===== src/rtl/simt_sched_pkg.sv =====
// rtl/simt_sched_pkg.sv - shared state encodings and interface constants for simt_scheduler
package simt_sched_pkg;

    typedef enum logic [3:0] {
        ST_IDLE     = 4'd0,
        ST_FETCH    = 4'd1,
        ST_DECODE   = 4'd2,
        ST_REQUEST  = 4'd3,
        ST_WAIT     = 4'd4,
        ST_EXECUTE  = 4'd5,
        ST_UPDATE   = 4'd6,
        ST_DONE     = 4'd7,
        ST_SCHEDULE = 4'd8
    } core_state_t;

    localparam logic [2:0] FETCHER_FETCHED = 3'b010;
    localparam logic [1:0] LSU_REQUESTING  = 2'b01;
    localparam logic [1:0] LSU_WAITING     = 2'b10;

endpackage


===== src/rtl/pc_min_select.sv =====
// rtl/pc_min_select.sv - unsigned minimum PC over live threads and the mask of threads at it
module pc_min_select #(
    parameter int THREADS  = 4,
    parameter int PC_WIDTH = 8
) (
    input  logic [THREADS-1:0][PC_WIDTH-1:0] i_thread_pc,
    input  logic [THREADS-1:0]               i_live,
    output logic [PC_WIDTH-1:0]              o_min_pc,
    output logic [THREADS-1:0]               o_match_mask,
    output logic                             o_any_live
);

    logic [PC_WIDTH-1:0] w_min;
    logic                w_any;
    logic [THREADS-1:0]  w_mask;

    always_comb begin
        w_min  = '0;
        w_any  = 1'b0;
        w_mask = '0;
        for (int i = 0; i < THREADS; i++) begin
            if (i_live[i] && (!w_any || i_thread_pc[i] < w_min)) begin
                w_min = i_thread_pc[i];
                w_any = 1'b1;
            end
        end
        // Equal PCs always merge, which is what reconverges diverged threads.
        for (int i = 0; i < THREADS; i++) begin
            w_mask[i] = i_live[i] && (i_thread_pc[i] == w_min);
        end
    end

    assign o_min_pc     = w_min;
    assign o_match_mask = w_mask;
    assign o_any_live   = w_any;

endmodule


===== src/rtl/simt_scheduler.sv =====
// rtl/simt_scheduler.sv - per-core scheduler with per-thread PCs, divergence and reconvergence
module simt_scheduler
    import simt_sched_pkg::*;
#(
    parameter int THREADS_PER_BLOCK = 4,
    parameter int PC_WIDTH          = 8,
    parameter int CNT_WIDTH         = 32
) (
    input  logic                                      clk,
    input  logic                                      reset,
    input  logic                                      start,
    input  logic                                      decoded_mem_read_enable,
    input  logic                                      decoded_mem_write_enable,
    input  logic                                      decoded_ret,
    input  logic [2:0]                                fetcher_state,
    input  logic [THREADS_PER_BLOCK-1:0][1:0]         lsu_state,
    input  logic [THREADS_PER_BLOCK-1:0][PC_WIDTH-1:0] next_pc,
    input  logic [$clog2(THREADS_PER_BLOCK):0]        thread_count,
    output logic [PC_WIDTH-1:0]                       current_pc,
    output logic [THREADS_PER_BLOCK-1:0]              active_mask,
    output logic [3:0]                                core_state,
    output logic                                      done,
    output logic [CNT_WIDTH-1:0]                      instr_issued,
    output logic [CNT_WIDTH-1:0]                      diverged_issues,
    output logic [CNT_WIDTH-1:0]                      total_cycles
);

    localparam int T = THREADS_PER_BLOCK;

    core_state_t                 r_state, w_next_state;
    logic [T-1:0][PC_WIDTH-1:0]  r_thread_pc;
    logic [T-1:0]                r_live;
    logic [PC_WIDTH-1:0]         r_current_pc;
    logic [T-1:0]                r_active_mask;
    logic                        r_done;
    logic [CNT_WIDTH-1:0]        r_instr_issued, r_diverged_issues, r_total_cycles;

    logic [PC_WIDTH-1:0]         w_min_pc;
    logic [T-1:0]                w_match_mask;
    logic                        w_any_live;
    logic [31:0]                 w_tc_clamped;
    logic [T-1:0]                w_init_live;
    logic                        w_lsu_busy;
    logic                        w_unused_decoded;

    assign w_unused_decoded = decoded_mem_read_enable ^ decoded_mem_write_enable;

    pc_min_select #(
        .THREADS  (T),
        .PC_WIDTH (PC_WIDTH)
    ) u_pc_min_select (
        .i_thread_pc  (r_thread_pc),
        .i_live       (r_live),
        .o_min_pc     (w_min_pc),
        .o_match_mask (w_match_mask),
        .o_any_live   (w_any_live)
    );

    assign w_tc_clamped = (32'(thread_count) > 32'(T)) ? 32'(T) : 32'(thread_count);

    always_comb begin
        w_init_live = '0;
        w_lsu_busy  = 1'b0;
        for (int i = 0; i < T; i++) begin
            w_init_live[i] = (32'(i) < w_tc_clamped);
            // Only threads executing this instruction may hold the core in WAIT.
            if (r_active_mask[i] &&
                (lsu_state[i] == LSU_REQUESTING || lsu_state[i] == LSU_WAITING)) begin
                w_lsu_busy = 1'b1;
            end
        end
    end

    always_ff @(posedge clk or posedge reset) begin
        if (reset) begin
            r_state <= ST_IDLE;
        end else begin
            r_state <= w_next_state;
        end
    end

    always_comb begin
        w_next_state = r_state;
        case (r_state)
            ST_IDLE:     if (start) w_next_state = ST_SCHEDULE;
            ST_SCHEDULE: w_next_state = w_any_live ? ST_FETCH : ST_DONE;
            ST_FETCH:    if (fetcher_state == FETCHER_FETCHED) w_next_state = ST_DECODE;
            ST_DECODE:   w_next_state = ST_REQUEST;
            ST_REQUEST:  w_next_state = ST_WAIT;
            ST_WAIT:     if (!w_lsu_busy) w_next_state = ST_EXECUTE;
            ST_EXECUTE:  w_next_state = ST_UPDATE;
            ST_UPDATE:   w_next_state = ST_SCHEDULE;
            ST_DONE:     w_next_state = ST_DONE;
            default:     w_next_state = ST_IDLE;
        endcase
    end

    always_ff @(posedge clk or posedge reset) begin
        if (reset) begin
            r_thread_pc       <= '0;
            r_live            <= '0;
            r_current_pc      <= '0;
            r_active_mask     <= '0;
            r_done            <= 1'b0;
            r_instr_issued    <= '0;
            r_diverged_issues <= '0;
            r_total_cycles    <= '0;
        end else begin
            if (r_state != ST_IDLE && r_state != ST_DONE) begin
                r_total_cycles <= r_total_cycles + 1'b1;
            end
            case (r_state)
                ST_IDLE: begin
                    if (start) begin
                        r_thread_pc <= '0;
                        r_live      <= w_init_live;
                    end
                end
                ST_SCHEDULE: begin
                    r_current_pc  <= w_min_pc;
                    r_active_mask <= w_match_mask;
                    if (!w_any_live) begin
                        r_done <= 1'b1;
                    end else begin
                        r_instr_issued <= r_instr_issued + 1'b1;
                        if (w_match_mask != r_live) begin
                            r_diverged_issues <= r_diverged_issues + 1'b1;
                        end
                    end
                end
                ST_UPDATE: begin
                    for (int i = 0; i < T; i++) begin
                        if (r_active_mask[i]) begin
                            if (decoded_ret) begin
                                r_live[i] <= 1'b0;
                            end else begin
                                r_thread_pc[i] <= next_pc[i];
                            end
                        end
                    end
                end
                default: ;
            endcase
        end
    end

    assign current_pc      = r_current_pc;
    assign active_mask     = r_active_mask;
    assign core_state      = r_state;
    assign done            = r_done;
    assign instr_issued    = r_instr_issued;
    assign diverged_issues = r_diverged_issues;
    assign total_cycles    = r_total_cycles;

endmodule


===== config.mk =====
export PLATFORM = sky130hd
export DESIGN_NAME = simt_scheduler
export DESIGN_NICKNAME = d
export VERILOG_FILES = /design/src/rtl/simt_sched_pkg.sv /design/src/rtl/pc_min_select.sv /design/src/rtl/simt_scheduler.sv
export SDC_FILE = /design/constraint.sdc
export NUM_CORES = 1
export LEC_CHECK = 0
export BUFFER_PORTS_ARGS = -buffer_cell sky130_fd_sc_hd__buf_2
export CAP_MARGIN = 20
export CORE_MARGIN = 2
export CORE_UTILIZATION = 51
export CTS_BUF_LIST = sky130_fd_sc_hd__clkbuf_16
export DETAILED_ROUTE_END_ITERATION = 12
export PLACE_DENSITY = 0.76
export SYNTH_ARGS = -nofsm -noshare
export SYNTH_HDL_FRONTEND = slang
export SYNTH_SLANG_ARGS = --single-unit

===== constraint.sdc =====
create_clock -name clk -period 9.58 [get_ports clk]
set_input_delay 1.916 -clock clk [delete_from_list [all_inputs] [get_ports clk]]
set_output_delay 1.916 -clock clk [all_outputs]
set_load 0.05 [all_outputs]

**Word level (Yosys, flattened, before mapping)**

Index checks and enable logic that the tools add are counted.

- Flip-flop bits (word level): 149
- Output and inout bits: 113
- Logic and storage cells: 131

- Reduce and logical (&&, ||, !) cells: 37
- Magnitude comparators: 8
- Bitwise gates (word level): 1
- Add/subtract/negate cells: 3
- Mux-type cells: 35
- Eq/ne operators: 32

Operator list:

| cell | number |
|---|---|
| $add 32x1->32 const B | 3 |
| $mux 8 | 12 |
| $pmux 32 s2 | 1 |
| $pmux 4 s9 | 1 |
| $eq 8x8->1 | 4 |
| $mux 32 | 1 |
| $reduce_and 4->1 | 8 |
| $lt 8x8->1 | 3 |
| $ne 2x2->1 const B | 9 |
| $eq 4x3->1 const B | 4 |
| $mux 4 | 4 |
| $mux 1 | 13 |
| $logic_and 1x1->1 | 12 |
| $eq 2x1->1 const B | 4 |
| $eq 2x2->1 const B | 4 |
| $eq 4x2->1 const B | 2 |
| $pmux 4 s2 | 1 |
| $logic_or 1x1->1 | 7 |
| $lt 1x3->1 const A | 2 |
| $lt 2x3->1 const A | 2 |
| $mux 3 | 2 |
| $reduce_and 3->1 | 2 |
| $eq 4x1->1 const B | 1 |
| $eq 4x4->1 const B | 1 |
| other kinds (10) | 13 |

**Logic depth before layout (Yosys ltp)**

- Depth in word-level cells: 17
- Gate-level depth with buffers: 31

**Modules after synthesis**

A second synthesis with hierarchy kept.

- Cells, all modules: 889
- Area, all modules: 8385.5 µm²

Modules (own cells, without submodules):

| module | cells each | sequential area each (µm²) | area each (µm²) | instances |
|---|---|---|---|---|
| simt_scheduler | 650 | 3728.6 | 6561.3 | 1 |
| pc_min_select | 239 | 0.0 | 1824.2 | 1 |

**Worst setup path before layout**

Ideal clock, no wire load.

- Path type: flip-flop to flip-flop
- From: register r_live[0]
- To: register r_diverged_issues[1] (netlist: diverged_issues[1])
- Arrival: 6608 ps
- Stages on the path, launching flop included: 30
- Setup time: 128 ps
- Period minus slack after synthesis: 6736 ps
- Slack: 2844 ps
- Path through: dfrtp_1 > clkbuf_1 > nand2_1 > ha_1 > o211ai_1 > o211ai_4 > a2bb2oi_4 > mux2_2 > ha_1 > o21ai_0 > o211a_1 > a211o_1 > o31ai_4 > mux2i_1 > inv_1 > ha_1 > a211o_1 > a21oi_1 > nand3_1 > a21o_1 > o211ai_2 > buf_2 > a32oi_2 > xnor2_1 > nor4_1 > nand2_1 > a22o_1 > o21ai_4 > buf_6 > mux2_1

- Word-level cells in the longest chain between the ends: 17
- Elaborated cells between the ends (all ways): 30
- Classes of those cells: order compare (3); eq/ne (5); mux (8); reduce/logical (14)

Ends and longest elaborated chain:

| element | line | text |
|---|---|---|
| from (decl) | simt_scheduler.sv:32 | `logic [T-1:0] r_live;` |
| from (signal assigned) | simt_scheduler.sv:116 | `r_live <= w_init_live;` |
| $mux 8 or $mux 1 (tied branches) | pc_min_select.sv:22 | `if (i_live[i] && (!w_any \|\| i_thread_pc[i] < w_min)) begin` |
| $lt 8x8->1 or $logic_not 1->1 (tied branches) | pc_min_select.sv:22 |  |
| $logic_or 1x1->1 | pc_min_select.sv:22 |  |
| $logic_and 1x1->1 | pc_min_select.sv:22 |  |
| $mux 8 or $mux 1 (tied branches) | pc_min_select.sv:22 |  |
| $lt 8x8->1 or $logic_not 1->1 (tied branches) | pc_min_select.sv:22 |  |
| $logic_or 1x1->1 | pc_min_select.sv:22 |  |
| $logic_and 1x1->1 | pc_min_select.sv:22 |  |
| $mux 8 or $mux 1 (tied branches) | pc_min_select.sv:22 |  |
| $lt 8x8->1 or $logic_not 1->1 (tied branches) | pc_min_select.sv:22 |  |
| $logic_or 1x1->1 | pc_min_select.sv:22 |  |
| $logic_and 1x1->1 | pc_min_select.sv:22 |  |
| $mux 8 | pc_min_select.sv:22 |  |
| $eq 8x8->1 | pc_min_select.sv:29 | `w_mask[i] = i_live[i] && (i_thread_pc[i] == w_min);` |
| $logic_and 1x1->1 | pc_min_select.sv:29 |  |
| $ne 4x4->1 | simt_scheduler.sv:126 | `if (w_match_mask != r_live) begin` |
| $reduce_and 3->1 (no source line) * | n/a |  |
| to (signal assigned) | simt_scheduler.sv:127 | `r_diverged_issues <= r_diverged_issues + 1'b1;` |
| to (decl) | simt_scheduler.sv:36 | `logic [CNT_WIDTH-1:0] r_instr_issued, r_diverged_issues, r_total_cycles;` |

Mark *: on every way between the ends. The rest lies on a longest branch, timed or not.
A chain may end at the register's enable or synchronous reset.

**Final worst setup path**

- From: register r_live[0]
- To: register r_diverged_issues[23] (netlist: diverged_issues[23])

The elaborated chain is that of the path after synthesis.

==> out/metrics.yaml <==
sta:
  final-hold-violation-count: 0
  min_period_ns: 8.595
  maxSlewHeadroom_pct: 37.93
  worstMarginPinSlew_ns: 0.9310
  fmax_mhz: 116.4
  finalCritPeriodShare_pct: 89.72
  setup_viol: 0
  finalSetupTns_ns: 0
  slew_violations: 0
  finClkSkew_ns: 0.007180
  rsz0062_at_grt: "false"
placed_design:
  dpl.hpwl_um: 13870
  io_buffer_count: 162
  place.gp.congestion: 0.9477
  dp_cells: 1159
  dpl-instance-area_mm2: 0.008986
power:
  power_density_mw_per_mm2: 244.3
  vdd_drop_max_v: 0.0001846
  p_leak_nw: 4.674
floorplan:
  start_util_pct: 52.55
  die_w_um: 129.4
  num_rows: 45
  ios: 165
  dieHeight_um: 129.4
  die_area_mm2: 0.01674
  core_area_mm2: 0.01526
drt:
  drtIter0Drc: 374
  dr.pass1.iters: 5
  vias_per_cell: 5.478
  num_vias: 6524
  wirelength_um: 19200
  drc: 0
  routedWlPerCell_um: 16.12
  antenna_left: 0
synthesis:
  yosys-top-cells-area: "dfrtp_1 (46%), xnor2_1 (9.1%), nand2_1 (5.9%)"
  synth.top_cell.area_share_pct: 46.50
  synth_edf_count: 0
  yosysSeqAreaShare_pct: 46.50
  netlist_area_mm2: 0.008019
  yosysWarningCount: 0
  avgSynthCellArea_um2: 9.888
  synth_cells: 811
  ys_types: 63
  synth.largest_area_cell: "dfrtp_1"
  synth-seq-cells: 149
  syn_nets: 887
  async_reset_ff_share_pct: 100.0
  synth_flop_cell: "dfrtp_1"
finish:
  diodes: 0
  area_growth_syn_to_layout_pct: 19.41
  instances_no_fill: 1191
  layout_common_cells: "buf_2 (162), dfrtp_1 (149), nand2_1 (125), xnor2_1 (83), xor2_1 (44)"
  final_cell_area_mm2: 0.009575
  layout_commonest_cell: "buf_2"
  nNetsFinal: 1043
  layout-drive-gt1-share_pct: 23.27
global_routing:
  grt_pass1_wl_um: 31060
  track_usage_pct: 23.69
  gr-total-overflow: 0
  antenna_found_initial: 0
  grt_pass1_vias: 6321
  grt_max_degree: 98
setup_path:
  path_class: "reg -> reg"
  rrSetupSlack_ns: 0.99
  worstPathArrival_ns: 8.89
  reg2reg_depth: 26
  critical_path.startpoint_type: "register"
  crit_required_ns: 9.87
  worst-path-max-fanout: 32
  endpoint_kind: "register"
  rr_startpoint: "r_live[0]"
  rr_endpoint: "diverged_issues[23]"
flow_run:
  cap_violations: 0
clock_tree:
  cts_sinks: 149
  clockBufferDepth: 2
  tritoncts: "yes"
  cts-htree-levels: 4
  post-cts-setup-buffers: 0
  cts_hold_buf: 0
  clkLatencyLatePin_ns: 0.43
  cts_buffers: 17
  cts_resized: 0
  cts_root_buf: "clkbuf_16"
  clk_pin_slew_ns: 0.07
hold_path:
  min_to: "instr_issued[31]"
  worstHoldPathType: "reg -> reg"
  min_from: "instr_issued[31]"
  worstHoldPathCells: 1
status:
  status: "complete, no violations"
## flip-flops by register name, summed over array words and instances (netlist names)
register and count:
diverged_issues 32, active_mask 4, done 1, instr_issued 32
r_thread_pc 32, current_pc 8, r_live 4, core_state 4
total_cycles 32
## report_power, final
group,internal (W),switching (W)
Sequential,0.000705,0.000110
Combinational,0.000288,0.000580
Clock,0.000349,0.000307
Total,0.00134,0.000997
## routing by layer
metal	track usage (%)	vias up	share of wire [%]
li1	-	3143	-
met1	32.00	3084	44
met2	37.18	242	46
met3	4.253	55	6.5
met4	11.25	0	3.4
met5	0	-	0
## cells by family after synthesis
family          after synthesis  share of synthesized area (%)
simple gates                302                          18.32
flops                       149                          46.50
xor+xnor                    127                          13.87
compound gates              125                          11.56
buf+inv                      66                          3.479
fa+ha+maj                    24                          3.745
mux                          18                          2.528
## layout make-up
cell class / count / area (um^2)
Fill cell: 1291 / 5683
Sequential cell: 149 / 3729
Multi-Input combinational cell: 596 / 4016
Tap cell: 211 / 264.0
Clock inverter: 15 / 163.9
Timing Repair Buffer: 164 / 825.8
Clock buffer: 17 / 425.4
Inverter: 39 / 151.4
## how the worst max path moves through the flow
| stage | from | end |
|---|---|---|
| global route | r_live[0] | diverged_issues[29] |
| floorplan | r_live[0] | diverged_issues[1] |
| CTS | r_live[0] | diverged_issues[29] |
| global placement | r_live[0] | diverged_issues[1] |
| finish | r_live[0] | diverged_issues[23] |
| detailed placement | r_live[0] | diverged_issues[29] |
## metrics by stage
step                setup slack, ns  hold WS, ns  total power, W  utilization (%)
finish                       0.9853       0.4633        0.002339            62.76
floorplan                     2.844       0.4921        0.001485                -
CTS                           1.094       0.4707        0.002350            62.76
global route                 0.5035       0.4936        0.002476            62.76
global placement              1.319       0.4479        0.001668            58.89
detailed placement            1.206       0.4533        0.001686            58.89
## worst max-delay path, stage by stage (launching register included)
cell,delay [ns]
dfrtp_1,0.68
nand2_1,0.18
ha_1,0.31
o211ai_1,0.32
o211ai_4,0.15
a2bb2oi_4,0.29
mux2_2,0.45
ha_1,0.32
o21ai_0,0.08
o211a_1,0.25
a211o_1,0.35
o31ai_4,0.58
mux2i_1,0.50
inv_1,0.09
ha_1,0.30
a211o_1,0.26
a21oi_1,0.19
nand3_1,0.18
o211ai_2,0.63
a22oi_1,0.42
xnor2_1,0.22
nor4_1,0.24
nand2_1,0.15
a22o_1,0.28
o21ai_4,0.65
nor4_1,0.18
xor2_1,0.19
## synthesized netlist by cell type (6+ instances only)
master,count
clkbuf_1,22
o31ai_1,17
and4_1,6
and3_1,14
ha_1,24
nand2_1,125
xor2_1,44
nor2_1,32
nand4_1,19
dfrtp_1,149
a21o_1,7
xnor2_1,83
nor3_1,17
a21oi_1,13
and2_1,8
nand3_1,40
o21ai_0,40
nor4_1,19
inv_1,39
mux2_2,10
No activity file was read; power rests on OpenSTA's default activity.
